$ cat config.mk
export PLATFORM = sky130hd
export DESIGN_NAME = address_generator_flat
export DESIGN_NICKNAME = d
export VERILOG_FILES = /design/src/rtl/nn_pkg.sv /design/src/rtl/address_generator_if.sv /design/src/rtl/ag_delay_line.sv /design/src/rtl/address_generator.sv /design/src/flat_wrapper.sv
export SDC_FILE = /design/constraint.sdc
export NUM_CORES = 1
export LEC_CHECK = 0
export CAP_MARGIN = 20
export CORE_MARGIN = 4
export CORE_UTILIZATION = 30
export DETAILED_ROUTE_END_ITERATION = 16
export GPL_TIMING_DRIVEN = 0
export REMOVE_ABC_BUFFERS = 1
export SYNTH_ARGS = -nofsm -noshare
export SYNTH_HDL_FRONTEND = slang
export SYNTH_SLANG_ARGS = --single-unit
$ cat constraint.sdc
create_clock -name clk -period 3.55 [get_ports clk]
set_input_delay 1.065 -clock clk [delete_from_list [all_inputs] [get_ports clk]]
set_output_delay 1.065 -clock clk [all_outputs]
set_load 0.02 [all_outputs]
$ cat src/rtl/nn_pkg.sv
// Shared types and helpers for the neuron read-address sequencer.
// Build option AG_BIAS_EN appends one bias step to every neuron.
package nn_pkg;

    typedef enum logic [1:0] {StIdle, StPrime, StRun, StDone} ag_state_t;

    localparam int unsigned AG_ADDR_W = 8;

    function automatic int unsigned steps_per_neuron(input int unsigned n_inputs);
`ifdef AG_BIAS_EN
        return n_inputs + 1;
`else
        return n_inputs;
`endif
    endfunction

endpackage

$ cat src/rtl/address_generator_if.sv
// Control strobes in, memory addresses and ALU operand qualifiers out.
// Build option AG_BIAS_EN adds the acc_bias qualifier.
interface address_generator_if
    import nn_pkg::*;
#(
    parameter int unsigned ADDR_W = AG_ADDR_W
) ();

    logic              ag_rst;
    logic              ag_read;
    logic [ADDR_W-1:0] in_addr;
    logic [ADDR_W-1:0] w_addr;
    logic              rd_en;
    logic [ADDR_W-1:0] neuron_idx;
    logic              acc_valid;
    logic              acc_last;
    logic              done;
`ifdef AG_BIAS_EN
    logic              acc_bias;
`endif

    // master = ControlUnit/ALU side, slave = the address generator
    modport master (
        output ag_rst, output ag_read,
        input in_addr, input w_addr, input rd_en, input neuron_idx,
        input acc_valid, input acc_last, input done
`ifdef AG_BIAS_EN
        , input acc_bias
`endif
    );

    modport slave (
        input ag_rst, input ag_read,
        output in_addr, output w_addr, output rd_en, output neuron_idx,
        output acc_valid, output acc_last, output done
`ifdef AG_BIAS_EN
        , output acc_bias
`endif
    );

endinterface

$ cat src/rtl/ag_delay_line.sv
// Fixed-depth shift register aligning operand qualifiers to memory read latency.
// Synchronous flush drops everything in flight.
module ag_delay_line #(
    parameter int unsigned Depth = 1,
    parameter int unsigned Width = 2
) (
    input  logic             clk_i,
    input  logic             rst_ni,
    input  logic             flush_i,
    input  logic [Width-1:0] data_i,
    output logic [Width-1:0] data_o
);

    logic [Width-1:0] stage_q [Depth];

    always_ff @(posedge clk_i or negedge rst_ni) begin
        if (!rst_ni) begin
            for (int i = 0; i < Depth; i++) stage_q[i] <= '0;
        end else if (flush_i) begin
            for (int i = 0; i < Depth; i++) stage_q[i] <= '0;
        end else begin
            stage_q[0] <= data_i;
            for (int i = 1; i < Depth; i++) stage_q[i] <= stage_q[i-1];
        end
    end

    assign data_o = stage_q[Depth-1];

endmodule

$ cat src/rtl/address_generator.sv
// Walks every (neuron, input) pair issuing input/weight read addresses, with latency-aligned
// valid/last for the accumulator. Build option AG_BIAS_EN adds a per-neuron bias step.
module address_generator
    import nn_pkg::*;
#(
    parameter int unsigned N_INPUTS  = 3,
    parameter int unsigned N_NEURONS = 2,
    parameter int unsigned ADDR_W    = AG_ADDR_W,
    parameter int unsigned MEM_LAT   = 1
) (
    input logic                clk,
    input logic                reset,
    address_generator_if.slave bus
);

    localparam int unsigned STEPS = steps_per_neuron(N_INPUTS);
    localparam logic [ADDR_W-1:0] LAST_STEP   = ADDR_W'(STEPS - 1);
    localparam logic [ADDR_W-1:0] LAST_NEURON = ADDR_W'(N_NEURONS - 1);
`ifdef AG_BIAS_EN
    localparam int unsigned DL_W = 3;
`else
    localparam int unsigned DL_W = 2;
`endif

    if (N_INPUTS == 0 || N_NEURONS == 0 || MEM_LAT == 0 ||
        64'(N_NEURONS) * 64'(STEPS) > (64'd1 << ADDR_W)) begin : g_param_err
        $error("address_generator: illegal parameters or ADDR_W too narrow");
    end

    ag_state_t         state_q, state_d;
    logic [ADDR_W-1:0] in_idx_q, in_idx_d;
    logic [ADDR_W-1:0] base_q, base_d;
    logic [ADDR_W-1:0] neuron_q, neuron_d;
    logic [ADDR_W-1:0] w_addr_q, w_addr_d;
    logic [ADDR_W-1:0] in_addr_q, in_addr_d;
    logic              rd_en_q, rd_en_d;
    logic              done_q, done_d;
    logic              issue, step_last, flush;
    logic [DL_W-1:0]   dl_in, dl_out;

    always_comb begin
        state_d   = state_q;
        in_idx_d  = in_idx_q;
        base_d    = base_q;
        neuron_d  = neuron_q;
        w_addr_d  = w_addr_q;
        rd_en_d   = 1'b0;
        done_d    = 1'b0;
        flush     = 1'b0;
        issue     = (state_q == StRun);
        step_last = issue && (in_idx_q == LAST_STEP);

        if (bus.ag_rst) begin
            state_d  = StIdle;
            in_idx_d = '0;
            base_d   = '0;
            neuron_d = '0;
            w_addr_d = '0;
            flush    = 1'b1;
        end else begin
            unique case (state_q)
                StIdle, StPrime: begin
                    state_d = bus.ag_read ? StPrime : StRun;
                    rd_en_d = 1'b1;
                end
                StRun: begin
                    if (bus.ag_read) begin
                        // Restart the current neuron; its in-flight operands are stale.
                        state_d  = StPrime;
                        in_idx_d = '0;
                        w_addr_d = base_q;
                        rd_en_d  = 1'b1;
                        flush    = 1'b1;
                    end else if (in_idx_q != LAST_STEP) begin
                        in_idx_d = in_idx_q + ADDR_W'(1);
                        w_addr_d = w_addr_q + ADDR_W'(1);
                        rd_en_d  = 1'b1;
                    end else if (neuron_q == LAST_NEURON) begin
                        state_d = StDone;
                        done_d  = 1'b1;
                    end else begin
                        in_idx_d = '0;
                        base_d   = base_q + ADDR_W'(STEPS);
                        neuron_d = neuron_q + ADDR_W'(1);
                        w_addr_d = w_addr_q + ADDR_W'(1);
                        rd_en_d  = 1'b1;
                    end
                end
                StDone: done_d = 1'b1;
                default: state_d = StIdle;
            endcase
        end

`ifdef AG_BIAS_EN
        in_addr_d = (in_idx_d == LAST_STEP) ? '0 : in_idx_d;
`else
        in_addr_d = in_idx_d;
`endif
    end

    always_ff @(posedge clk or negedge reset) begin
        if (!reset) begin
            state_q   <= StIdle;
            in_idx_q  <= '0;
            base_q    <= '0;
            neuron_q  <= '0;
            w_addr_q  <= '0;
            in_addr_q <= '0;
            rd_en_q   <= 1'b0;
            done_q    <= 1'b0;
        end else begin
            state_q   <= state_d;
            in_idx_q  <= in_idx_d;
            base_q    <= base_d;
            neuron_q  <= neuron_d;
            w_addr_q  <= w_addr_d;
            in_addr_q <= in_addr_d;
            rd_en_q   <= rd_en_d;
            done_q    <= done_d;
        end
    end

`ifdef AG_BIAS_EN
    assign dl_in = {issue, step_last, step_last};
    assign bus.acc_bias = dl_out[0];
`else
    assign dl_in = {issue, step_last};
`endif

    ag_delay_line #(
        .Depth (MEM_LAT),
        .Width (DL_W)
    ) u_delay (
        .clk_i   (clk),
        .rst_ni  (reset),
        .flush_i (flush),
        .data_i  (dl_in),
        .data_o  (dl_out)
    );

    assign bus.in_addr    = in_addr_q;
    assign bus.w_addr     = w_addr_q;
    assign bus.rd_en      = rd_en_q;
    assign bus.neuron_idx = neuron_q;
    assign bus.done       = done_q;
    assign bus.acc_valid  = dl_out[DL_W-1];
    assign bus.acc_last   = dl_out[DL_W-2];

endmodule

$ cat src/flat_wrapper.sv
// flat-port wrapper written by rule: the top's interface ports become plain ports
module address_generator_flat import nn_pkg::*;
#(
    parameter int unsigned N_INPUTS  = 3,
    parameter int unsigned N_NEURONS = 2,
    parameter int unsigned ADDR_W    = AG_ADDR_W,
    parameter int unsigned MEM_LAT   = 1
)
  (clk, reset, bus_ag_rst, bus_ag_read, bus_in_addr, bus_w_addr, bus_rd_en, bus_neuron_idx, bus_acc_valid, bus_acc_last, bus_done);
  address_generator_if #(.ADDR_W(ADDR_W)) bus_i ();
  input logic clk;
  input logic reset;
  input wire logic [$bits(bus_i.ag_rst)-1:0] bus_ag_rst;
  input wire logic [$bits(bus_i.ag_read)-1:0] bus_ag_read;
  output wire logic [$bits(bus_i.in_addr)-1:0] bus_in_addr;
  output wire logic [$bits(bus_i.w_addr)-1:0] bus_w_addr;
  output wire logic [$bits(bus_i.rd_en)-1:0] bus_rd_en;
  output wire logic [$bits(bus_i.neuron_idx)-1:0] bus_neuron_idx;
  output wire logic [$bits(bus_i.acc_valid)-1:0] bus_acc_valid;
  output wire logic [$bits(bus_i.acc_last)-1:0] bus_acc_last;
  output wire logic [$bits(bus_i.done)-1:0] bus_done;
  assign bus_i.ag_rst = bus_ag_rst;
  assign bus_i.ag_read = bus_ag_read;
  assign bus_in_addr = bus_i.in_addr;
  assign bus_w_addr = bus_i.w_addr;
  assign bus_rd_en = bus_i.rd_en;
  assign bus_neuron_idx = bus_i.neuron_idx;
  assign bus_acc_valid = bus_i.acc_valid;
  assign bus_acc_last = bus_i.acc_last;
  assign bus_done = bus_i.done;
  address_generator #(.N_INPUTS(N_INPUTS), .N_NEURONS(N_NEURONS), .ADDR_W(ADDR_W), .MEM_LAT(MEM_LAT)) u_core (.clk(clk), .reset(reset), .bus(bus_i));
endmodule
==> flow_summary.yaml <==
cts:
  htree_levels: 2
  cts_tree: "built"
  post-cts-setup-buffers: 0
  cts_root_buf: "clkbuf_8"
  cts_sinks: 38
  clk_latency_ns: 0.28
  clk_pin_slew_ns: 0.07
  clock_path_buffers: 2
  cts_made_buffers: 5
  cts_hold_buffers: 0
placement:
  dp_hpwl_mm: 3.435
  numPortBuffers: 31
  gp_congestion: 0.8072
worst_setup_path:
  critical_path.top_delay_family: "buffers and inverters"
  crit_path_start_kind: "input pin"
  timing.rr.start: "u_core.in_idx_q[0]$_DFFE_PN0P_"
  critical_path_class: "in2reg"
  cp-end-kind: "register"
  cp_cell_sequence: "clkdlybuf4s50_1 > nor3b_2 > o2111a_1 > nand4_1 > xor2_1 > nor2_1"
  cp.arrival_ns: 3.41
  crit_slowest_cell: "clkdlybuf4s50_1"
  r2r_slack_ns: 0.85
  cp_max_fo: 24
  critPathBufInv: 1
  critPathMaxStageDelay_ns: 0.89
  crit_start: "bus_ag_read"
  cp.required_ns: 3.69
synth:
  synth_top_cell_area_share_pct: 46.71
  ys_types: 42
  yosysWarnings: 0
  synth-seq-cells: 38
  ys_seq_area_share_pct: 46.71
  synthTopCellsByArea: "dfrtp_1, nor2_1, xor2_1, nand2_1, ha_1"
  syn_inst: 214
  syn_area_mm2: 0.002036
  synth_area_per_cell_um2: 9.513
  async_flop_share_pct: 100.0
  yosysTopAreaCell: "dfrtp_1"
  ys.flop_type: "dfrtp_1"
  synth_edf_count: 0
drt:
  routedWlPerCell_um: 15.18
  ant_nets: 0
  num_vias: 1689
  drt-total-wl_mm: 4.857
  post-route-drc-count: 0
  drt_iter0_markers: 96
  drt_first_pass_iters: 4
  via_per_inst: 5.278
final_layout:
  drive_gt1_share_pct: 4.527
  diodes: 0
  layout_commonest_cell: "dfrtp_1"
  mostFrequentLayoutCells: "dfrtp_1, clkdlybuf4s50_1, nor2_1, nand2_1"
  area_growth_pct: 23.66
  nNetsFinal: 254
  n_fill_cell: 660
  final_util_pct: 38.98
power_and_ir_drop:
  p_switching_uw: 193.8
  peakVddDrop_uv: 169.0
  power_density_mw_per_mm2: 318.5
  fin_total_pwr_uw: 801.8
  p_int_uw: 608.0
  pwr-share-comb_pct: 7.7
  power_frac_seq_pct: 55.3
  swShare_pct: 24.17
  leakage_uw: 0.001004
  clkPwrFrac_pct: 36.9
floorplan:
  pin_count: 32
  core_area_mm2: 0.006459
  die-area_mm2: 0.008168
  die_w_um: 90.38
  num_rows: 29
  start_util_pct: 31.52
  dieHeight_um: 90.38
timing:
  slew_violations: 0
  rsz0062_at_grt: "false"
  skew_ns: 0.005170
  worst_pin_slew_ns: 0.9221
  finalHoldViolations: 0
  fmax_ghz: 0.3060
  maxSlewHeadroom_pct: 38.33
  setup_viol: 0
  setup_tns_ns: 0
  finalWorstPathRequiredPeriod_ns: 3.268
  min_period_over_period_pct: 92.07
  hold_slack_ns: 0.5400
status:
  status: "complete, no violations"
worst_hold_path:
  worstHoldPathType: "reg2reg"
  min_from: "u_core.bus.w_addr[1]$_DFFE_PN0P_"
global_routing:
  grt_pass1_vias: 1634
  track_usage_pct: 12.24
  antenna_found_initial: 0
  grt.overflow.total: 0
  grt_pass1_wl_mm: 8.266
  grt_max_degree: 39
flow_run:
  maxCapViolations: 0
-- worst register-to-register path, stage by stage (launching register included) --
cell and delay (ns):
dfrtp_1 0.44, inv_1 0.08, ha_1 0.18, or4b_1 0.46
or4_1 0.71, nor3_1 0.52, a221o_1 0.26
-- layout make-up --
type | instances | area [um2] | area share (%)
clock buffers | 6 | 82.58 | 3.280
inverters | 7 | 26.28 | 1.044
multi-input cells | 160 | 1028 | 40.86
flip-flops and latches | 38 | 950.9 | 37.77
well taps | 77 | 96.34 | 3.827
repair buffers | 32 | 332.8 | 13.22
-- power by group through the flow --
stage / registers (uW) / logic, uW / clock network (uW)
finish: 444 / 62.0 / 296
global route: 444 / 69.2 / 315
CTS: 443 / 63.2 / 310
detailed placement: 452 / 62.9 / 0
global placement: 452 / 58.6 / 0
floorplan: 455 / 19.1 / 0
-- Yosys cell counts (2+ instances only) --
cell and instances:
dfrtp_1 38, nand4_1 8, a32oi_1 4, a21oi_1 6
or4b_1 2, nor4b_1 2, nand2_1 21, nor3_1 9
or3_1 4, xor2_1 12, o211ai_1 2, nor2b_1 2
clkbuf_1 7, a211oi_1 2, ha_1 6, nand3_1 3
inv_1 7, and3_1 4, xnor2_1 7, nor2_1 28
and2_1 2, o31a_1 4, o21ai_0 12, nand2b_1 3
o31ai_1 2
-- logic make-up (layout without fill, tap and decap cells) --
logic type | count (synthesis) | after routing | synth area share (%)
and+or+nand+nor | 94 | 94 | 23.36
muxes | 1 | 1 | 0.4917
buffers and inverters | 16 | 45 | 3.012
xor gates and xnor gates | 19 | 19 | 8.175
adders and majority gates | 6 | 6 | 3.688
AOI/OAI and AO/OA | 40 | 40 | 14.57
DFF | 38 | 38 | 46.71
-- final timing paths --
check	to	cells past startpoint
max	u_core.bus.neuron_idx[3]$_DFFE_PN0P_	6
min	u_core.bus.w_addr[1]$_DFFE_PN0P_	2
max reg2reg	u_core.bus.w_addr[7]$_DFFE_PN0P_	6
min reg2reg	u_core.bus.w_addr[1]$_DFFE_PN0P_	2
max in group asynchronous	u_core.base_q[2]$_DFFE_PN0P_	1
min in group asynchronous	u_core.bus.rd_en$_DFF_PN0_	1
-- repair_timing --
item,4_1_cts,5_1_grt
setup endpoints to repair,0,6
resized for setup,0,1
endpoints found under the hold margin,0,0
-- metal layers --
metal	part of all wire, %	vias up	wire (um)	GRT usage [%]
met2	44	35	2126	17.30
li1	-	821	-	-
met4	0.29	0	14	3.444
met3	5.3	2	259	3.417
met1	51	831	2457	18.12
met5	0	-	0	0
-- state kept, by name, indices dropped and copies added, names as in the netlist --
signal,count
u_core.bus.w_addr,8
u_core.bus.done,1
u_core.in_idx_q,8
u_core.bus.rd_en,1
u_core.state_q,2
u_core.bus.neuron_idx,8
u_core.u_delay.data_o,2
u_core.base_q,8
-- through the flow --
stage / std cells / setup WS [ns] / instance area [um2]
after detailed placement: 314 / -0.2679 / 2430
after global placement: 313 / -0.2794 / 2407
after global routing: 320 / 0.09372 / 2517
after floorplan: 205 / 1.148 / 2001
after CTS: 320 / 0.04204 / 2512
final: 320 / 0.2815 / 2517
Note: power is estimated with default switching activity, not from simulation.
